==> src/rtl/spi_pkg.sv <==
// Shared types and helpers for the configurable SPI master.
package spi_pkg;

    typedef enum logic [1:0] {IDLE, SETUP, XFER, HOLD} spi_state_e;

    // SPI modes encoded as {CPOL, CPHA}
    localparam logic [1:0] MODE0 = 2'b00;
    localparam logic [1:0] MODE1 = 2'b01;
    localparam logic [1:0] MODE2 = 2'b10;
    localparam logic [1:0] MODE3 = 2'b11;

    function automatic int cs_width(input int num_cs);
        return (num_cs > 1) ? $clog2(num_cs) : 1;
    endfunction

endpackage

==> src/rtl/spi_master_cfg_if.sv <==
// SPI pin bundle: master modport drives SCK/CS/MOSI, slave modport drives MISO.
interface spi_master_cfg_if #(parameter int NUM_CS = 1);
    logic              spi_sck;
    logic [NUM_CS-1:0] spi_cs_n;
    logic              spi_mosi;
    logic              spi_miso;

    modport master (output spi_sck, spi_cs_n, spi_mosi, input spi_miso);
    modport slave  (input spi_sck, spi_cs_n, spi_mosi, output spi_miso);
endinterface

==> src/rtl/spi_clk_div.sv <==
// Half-period tick generator; counter is parked at zero while disabled.
module spi_clk_div #(
    parameter int CLK_DIV = 5
) (
    input  logic sys_clk,
    input  logic sys_rst_n,
    input  logic en,
    output logic tick
);
    localparam int CW = $clog2(CLK_DIV);
    localparam logic [CW-1:0] LAST = CW'(CLK_DIV - 1);

    logic [CW-1:0] cnt;

    assign tick = en && (cnt == LAST);

    always_ff @(posedge sys_clk or negedge sys_rst_n) begin
        if (!sys_rst_n)       cnt <= '0;
        else if (!en || tick) cnt <= '0;
        else                  cnt <= cnt + 1'b1;
    end
endmodule

==> src/rtl/spi_master_cfg.sv <==
// Full-duplex SPI master: configurable width, divider, mode, bit order and CS count.
module spi_master_cfg
    import spi_pkg::*;
#(
    parameter int DATA_W    = 24,
    parameter int CLK_DIV   = 5,
    parameter int NUM_CS    = 1,
    parameter bit CPOL      = 1'b0,
    parameter bit CPHA      = 1'b0,
    parameter bit MSB_FIRST = 1'b1,
    localparam int CS_W     = cs_width(NUM_CS)
) (
    input  logic              sys_clk,
    input  logic              sys_rst_n,
    input  logic              start,
    input  logic [DATA_W-1:0] tx_data,
    input  logic [CS_W-1:0]   cs_sel,
    output logic              busy,
    output logic              done,
    output logic [DATA_W-1:0] rx_data,
    spi_master_cfg_if.master  spi
);
    localparam int CNT_W = $clog2(2*DATA_W + 1);
    localparam logic [CNT_W-1:0] LAST = CNT_W'(2*DATA_W - 1);
    localparam logic [1:0] MODE = {CPOL, CPHA};
    localparam bit LEAD_SAMPLE = (MODE == MODE0) || (MODE == MODE2);

    spi_state_e        state, state_n;
    logic              tick, lead, last_tick;
    logic [CNT_W-1:0]  bit_cnt;
    logic [DATA_W-1:0] tx_sh, rx_sh;
    logic              sck, mosi;
    logic [NUM_CS-1:0] cs_n;

    function automatic logic first_bit(input logic [DATA_W-1:0] v);
        return MSB_FIRST ? v[DATA_W-1] : v[0];
    endfunction

    function automatic logic [DATA_W-1:0] shift_out(input logic [DATA_W-1:0] v);
        return MSB_FIRST ? {v[DATA_W-2:0], 1'b0} : {1'b0, v[DATA_W-1:1]};
    endfunction

    function automatic logic [DATA_W-1:0] shift_in(input logic [DATA_W-1:0] v, input logic b);
        return MSB_FIRST ? {v[DATA_W-2:0], b} : {b, v[DATA_W-1:1]};
    endfunction

    spi_clk_div #(.CLK_DIV(CLK_DIV)) u_div (
        .sys_clk   (sys_clk),
        .sys_rst_n (sys_rst_n),
        .en        (state != IDLE),
        .tick      (tick)
    );

    // bit_cnt holds ticks already taken, so an even count means the next tick is leading
    assign lead      = ~bit_cnt[0];
    assign last_tick = (bit_cnt == LAST);

    always_ff @(posedge sys_clk or negedge sys_rst_n) begin
        if (!sys_rst_n) state <= IDLE;
        else            state <= state_n;
    end

    always_comb begin
        state_n = state;
        case (state)
            IDLE:    if (start)             state_n = SETUP;
            SETUP:   if (tick)              state_n = XFER;
            XFER:    if (tick && last_tick) state_n = HOLD;
            HOLD:    if (tick)              state_n = IDLE;
            default:                        state_n = IDLE;
        endcase
    end

    always_ff @(posedge sys_clk or negedge sys_rst_n) begin
        if (!sys_rst_n) begin
            sck     <= CPOL;
            cs_n    <= '1;
            mosi    <= 1'b0;
            busy    <= 1'b0;
            done    <= 1'b0;
            rx_data <= '0;
            tx_sh   <= '0;
            rx_sh   <= '0;
            bit_cnt <= '0;
        end else begin
            done <= 1'b0;
            case (state)
                IDLE: if (start) begin
                    busy    <= 1'b1;
                    tx_sh   <= tx_data;
                    rx_sh   <= '0;
                    bit_cnt <= '0;
                    // out-of-range selects match no line, so the frame runs with CS idle
                    for (int i = 0; i < NUM_CS; i++) cs_n[i] <= (cs_sel != CS_W'(i));
                    if (!CPHA) mosi <= first_bit(tx_data);
                end
                XFER: if (tick) begin
                    sck     <= ~sck;
                    bit_cnt <= bit_cnt + 1'b1;
                    if (lead) begin
                        if (LEAD_SAMPLE) rx_sh <= shift_in(rx_sh, spi.spi_miso);
                        else begin
                            mosi  <= first_bit(tx_sh);
                            tx_sh <= shift_out(tx_sh);
                        end
                    end else begin
                        if (!LEAD_SAMPLE) rx_sh <= shift_in(rx_sh, spi.spi_miso);
                        else if (!last_tick) begin
                            mosi  <= first_bit(shift_out(tx_sh));
                            tx_sh <= shift_out(tx_sh);
                        end
                    end
                end
                HOLD: if (tick) begin
                    cs_n    <= '1;
                    mosi    <= 1'b0;
                    rx_data <= rx_sh;
                    done    <= 1'b1;
                    busy    <= 1'b0;
                end
                default: ;
            endcase
        end
    end

    assign spi.spi_sck  = sck;
    assign spi.spi_cs_n = cs_n;
    assign spi.spi_mosi = mosi;
endmodule

==> src/flat_wrapper.sv <==
// flat-port wrapper written by rule: the top's interface ports become plain ports
module spi_master_cfg_flat import spi_pkg::*;
#(
    parameter int DATA_W    = 24,
    parameter int CLK_DIV   = 5,
    parameter int NUM_CS    = 1,
    parameter bit CPOL      = 1'b0,
    parameter bit CPHA      = 1'b0,
    parameter bit MSB_FIRST = 1'b1,
    localparam int CS_W     = cs_width(NUM_CS)
)
  (sys_clk, sys_rst_n, start, tx_data, cs_sel, busy, done, rx_data, spi_spi_sck, spi_spi_cs_n, spi_spi_mosi, spi_spi_miso);
  spi_master_cfg_if #(.NUM_CS(NUM_CS)) spi_i ();
  input  logic sys_clk;
  input  logic sys_rst_n;
  input  logic start;
  input  logic [DATA_W-1:0] tx_data;
  input  logic [CS_W-1:0] cs_sel;
  output logic busy;
  output logic done;
  output logic [DATA_W-1:0] rx_data;
  output wire logic [$bits(spi_i.spi_sck)-1:0] spi_spi_sck;
  output wire logic [$bits(spi_i.spi_cs_n)-1:0] spi_spi_cs_n;
  output wire logic [$bits(spi_i.spi_mosi)-1:0] spi_spi_mosi;
  input wire logic [$bits(spi_i.spi_miso)-1:0] spi_spi_miso;
  assign spi_spi_sck = spi_i.spi_sck;
  assign spi_spi_cs_n = spi_i.spi_cs_n;
  assign spi_spi_mosi = spi_i.spi_mosi;
  assign spi_i.spi_miso = spi_spi_miso;
  spi_master_cfg #(.DATA_W(DATA_W), .CLK_DIV(CLK_DIV), .NUM_CS(NUM_CS), .CPOL(CPOL), .CPHA(CPHA), .MSB_FIRST(MSB_FIRST)) u_core (.sys_clk(sys_clk), .sys_rst_n(sys_rst_n), .start(start), .tx_data(tx_data), .cs_sel(cs_sel), .busy(busy), .done(done), .rx_data(rx_data), .spi(spi_i));
endmodule
==> config.mk <==
export PLATFORM = sky130hd
export DESIGN_NAME = spi_master_cfg_flat
export DESIGN_NICKNAME = d
export VERILOG_FILES = /design/src/rtl/spi_pkg.sv /design/src/rtl/spi_master_cfg_if.sv /design/src/rtl/spi_clk_div.sv /design/src/rtl/spi_master_cfg.sv /design/src/flat_wrapper.sv
export SDC_FILE = /design/constraint.sdc
export NUM_CORES = 1
export LEC_CHECK = 0
export CORE_MARGIN = 3
export CORE_UTILIZATION = 45
export CTS_CLUSTER_DIAMETER = 200
export DETAILED_ROUTE_END_ITERATION = 12
export GPL_TIMING_DRIVEN = 0
export HOLD_SLACK_MARGIN = 0.02
export PLACE_DENSITY = 0.67
export SYNTH_ARGS = -nofsm -noshare
export SYNTH_HDL_FRONTEND = slang
export SYNTH_SLANG_ARGS = --single-unit
==> constraint.sdc <==
create_clock -name sys_clk -period 3.85 [get_ports sys_clk]
set_clock_uncertainty 0.05 [all_clocks]
set_input_delay 0.385 -clock sys_clk [delete_from_list [all_inputs] [get_ports sys_clk]]
set_output_delay 0.385 -clock sys_clk [all_outputs]
set_load 0.02 [all_outputs]
==> key figures <==
Clock network
  • Reg clk slew, reported paths: about 0.10 ns
  • Max Buffers Root-to-Sink: 2
  • CTS Buf Count: 9
  • Post-CTS sizing: 0
  • Root Buffer: clkbuf_8
  • Clock sink total: 87
  • Hold Buf Count CTS: 1
  • CTS tree: built
  • Clk_lat worst skew: between 0.3 and 0.4 ns
  • H-tree depth: 3
  • Postcts setup bufs: 0

Synth
  • Synth top area share: 57.2%
  • Avg Inst Size Synth: roughly 12 sq um
  • Top post-synthesis cells by count: dfrtp_1, nand2_1, o21ai_0
  • FFs w/ async S/R, synth: 100%
  • Mapped Area: ~3800 sq um
  • Main synth FF type: dfrtp_1
  • EDFF count, synth: 0
  • Synth Register Bits: 87
  • Ys Warns: 0
  • Count of cell types in the netlist: 43
  • Cells after synthesis: roughly 330
  • Most frequent cell after synthesis: dfrtp_1
  • Syn Nets: ~360
  • Top cells by area, synth: dfrtp_1, mux2_2, a221o_1
  • Sequential area share after synthesis: between 50% and 60%
  • Leading area contributor after synthesis: dfrtp_1

Floorplan
  • Starting Density: a little under half
  • Core area: 7930 sq um
  • I/O Pins: between 50 and 60
  • Core Rows: 32
  • DIE AREA: ~9500 sq um
  • Die Height: between 90 and 100 um
  • Die W: between 90 and 100 um

STA
  • Setup WS post-layout: approximately 1.7 ns
  • Minimum clock period: ~2.2 ns
  • Fmax: 458 MHz
  • Slew @ Worst Pin: 0.501 ns
  • Final worst path period share: around 57%
  • Fin. Hold Viols: 0
  • Final max-slew violation count: 0
  • RSZ-0062 raised after global routing: false
  • Worst slew margin: approximately two thirds
  • # setup viols final: 0

Final layout
  • Synth-to-layout area growth: 26.2%
  • Final core utilization: 59.8%
  • Net count, final: approximately 430
  • Share of layout cells above drive strength 1: about 15%
  • FILL cells: between 600 and 700
  • Layout Cells excl Fill: between 500 and 600
  • Multi-input logic area: 1440 sq um
  • Register area: 2180 sq um
  • Antenna diodes: 0

Drt
  • Antenna Nets Post-Route: 0
  • Drt drc: 0
  • Drt pass-1 iters: 4
  • Routed len/inst: 14.2 um
  • Avg Vias per Cell: 5.21
  • Vias: between 2000 and 3000
  • Final wirelength: a little over 7 mm
  • Starting DRT DRC Count: between 100 and 150

GRT
  • Vias in the first global route: 2692
  • Pin count of the biggest net entering global routing: slightly above 50
  • Grt total ovfl: 0
  • First-pass GRT wire length: 12.9 mm
  • Initial antenna violation count: 0
  • Met2 global-route usage: 27.0%
  • All-Layer GR Usage: roughly 17%
  • Most Crowded Layer GR: met2
  • GR Layer Usage met3: 4.38%
  • Met1 Resource Use GR: 21.7%

Power
  • Power Total: approximately 3.1 mW
  • Power Dens Cells: around 650 nW/um^2
  • Peak VDD IR: 0.346 mV
  • P_leak: about 2.2 nW

Place
  • PortBufs: between 50 and 60
  • Placed cells: just under 500
  • Dpl ws: 1.57 ns
  • Placer Congestion: 0.781
  • Half-perimeter wire length after placement: slightly below 5 mm

Critical path
  • Crit Path Max Fanout: 10
  • Crit path arrival time: 2.38 ns
  • Crit path capture type: flop
  • CP startpoint kind: flop
  • CP required: between 4 and 5 ns
  • Setup CP Type: reg2reg

Status
  • Outcome: complete, no violations

Flow run
  • Max-cap violations: 0

Hold path
  • HP Class: reg2reg
[cells by family after synthesis]
logic type      synth area share [%]
compound gates                  12.7
xor+xnor                       0.932
fa+ha+maj                       3.00
buf+inv                         3.79
flops                           57.9
mux                             7.49
simple gates                    14.1
[cell type report]
cell class	instances	share of cell area, %
inverter	10	0.791
clock buffer	9	2.61
tap	102	2.69
timing repair buffer	59	12.8
sequential	87	45.9
buffer	19	2.22
multi-input combinational	210	30.3
clock inverter	7	2.66
[registers in the layout (all words and copies together), names as in the netlist]
signal	count
u_core.done	1
u_core.rx_data	24
u_core.spi.spi_sck	1
u_core.state	2
u_core.spi.spi_mosi	1
u_core.u_div.cnt	3
u_core.tx_sh	23
u_core.busy	1
u_core.bit_cnt	6
u_core.spi.spi_cs_n	1
u_core.rx_sh	24
[power breakdown]
part           leakage (nW)  internal [mW]  total, mW  switching [mW]
logic                 0.896          0.519      0.982           0.462
registers              1.16           1.16       1.33           0.166
clock network         0.122          0.440      0.794           0.354
[metal layers]
metal	vias to the layer above	wire length [um]
li1	1278	-
met1	1281	3270
met2	55	3500
met3	6	311
met4	0	76
met5	-	0
[final timing paths]
kind,startpoint,to,cells past startpoint,slack [ns]
min reg2reg,u_core.u_div.cnt[0],u_core.u_div.cnt[0],1,0.43
min,u_core.u_div.cnt[0],u_core.u_div.cnt[0],1,0.43
max,u_core.state[0],u_core.rx_data[7],7,1.66
max in group asynchronous,sys_rst_n,u_core.tx_sh[1],3,2.65
max reg2reg,u_core.state[0],u_core.rx_data[7],7,1.66
min in group asynchronous,sys_rst_n,u_core.rx_data[12],2,0.48
[metrics by stage]
stage	setup TNS [ns]	cell area (sq um)	hold WS [ns]
after global routing	0	4740	0.467
after global placement	-67.63	4460	0.401
after CTS	0	4740	0.431
final	0	4740	0.428
after detailed placement	0	4480	0.346
after floorplan	0	3760	0.0394
[placed cells by master, fill, tap and decap left out, types with 2 or more instances in the layout]
cell type	count
bufinv_16	3
a2bb2oi_1	2
nor2_1	10
buf_2	6
inv_6	2
dfrtp_1	86
nand3_1	2
buf_6	2
nand4_1	3
a21oi_1	5
nor3_1	2
xor2_1	2
mux2_2	24
o21ai_0	25
clkbuf_8	9
xnor2_1	2
clkdlybuf4s50_1	56
inv_1	10
clkbuf_1	8
nand2_1	57
ha_1	9
nand4b_1	2
and2_1	23
buf_4	3
a221o_1	22
[critical path: stages, from the launching register on]
cell and delay (ns):
dfrtp_1 0.44, inv_1 0.12, ha_1 0.23, buf_2 0.24, nor2_1 0.07, nand2_1 0.23, buf_2 0.31, mux2_2 0.37
(Power assumes the default switching activity.)
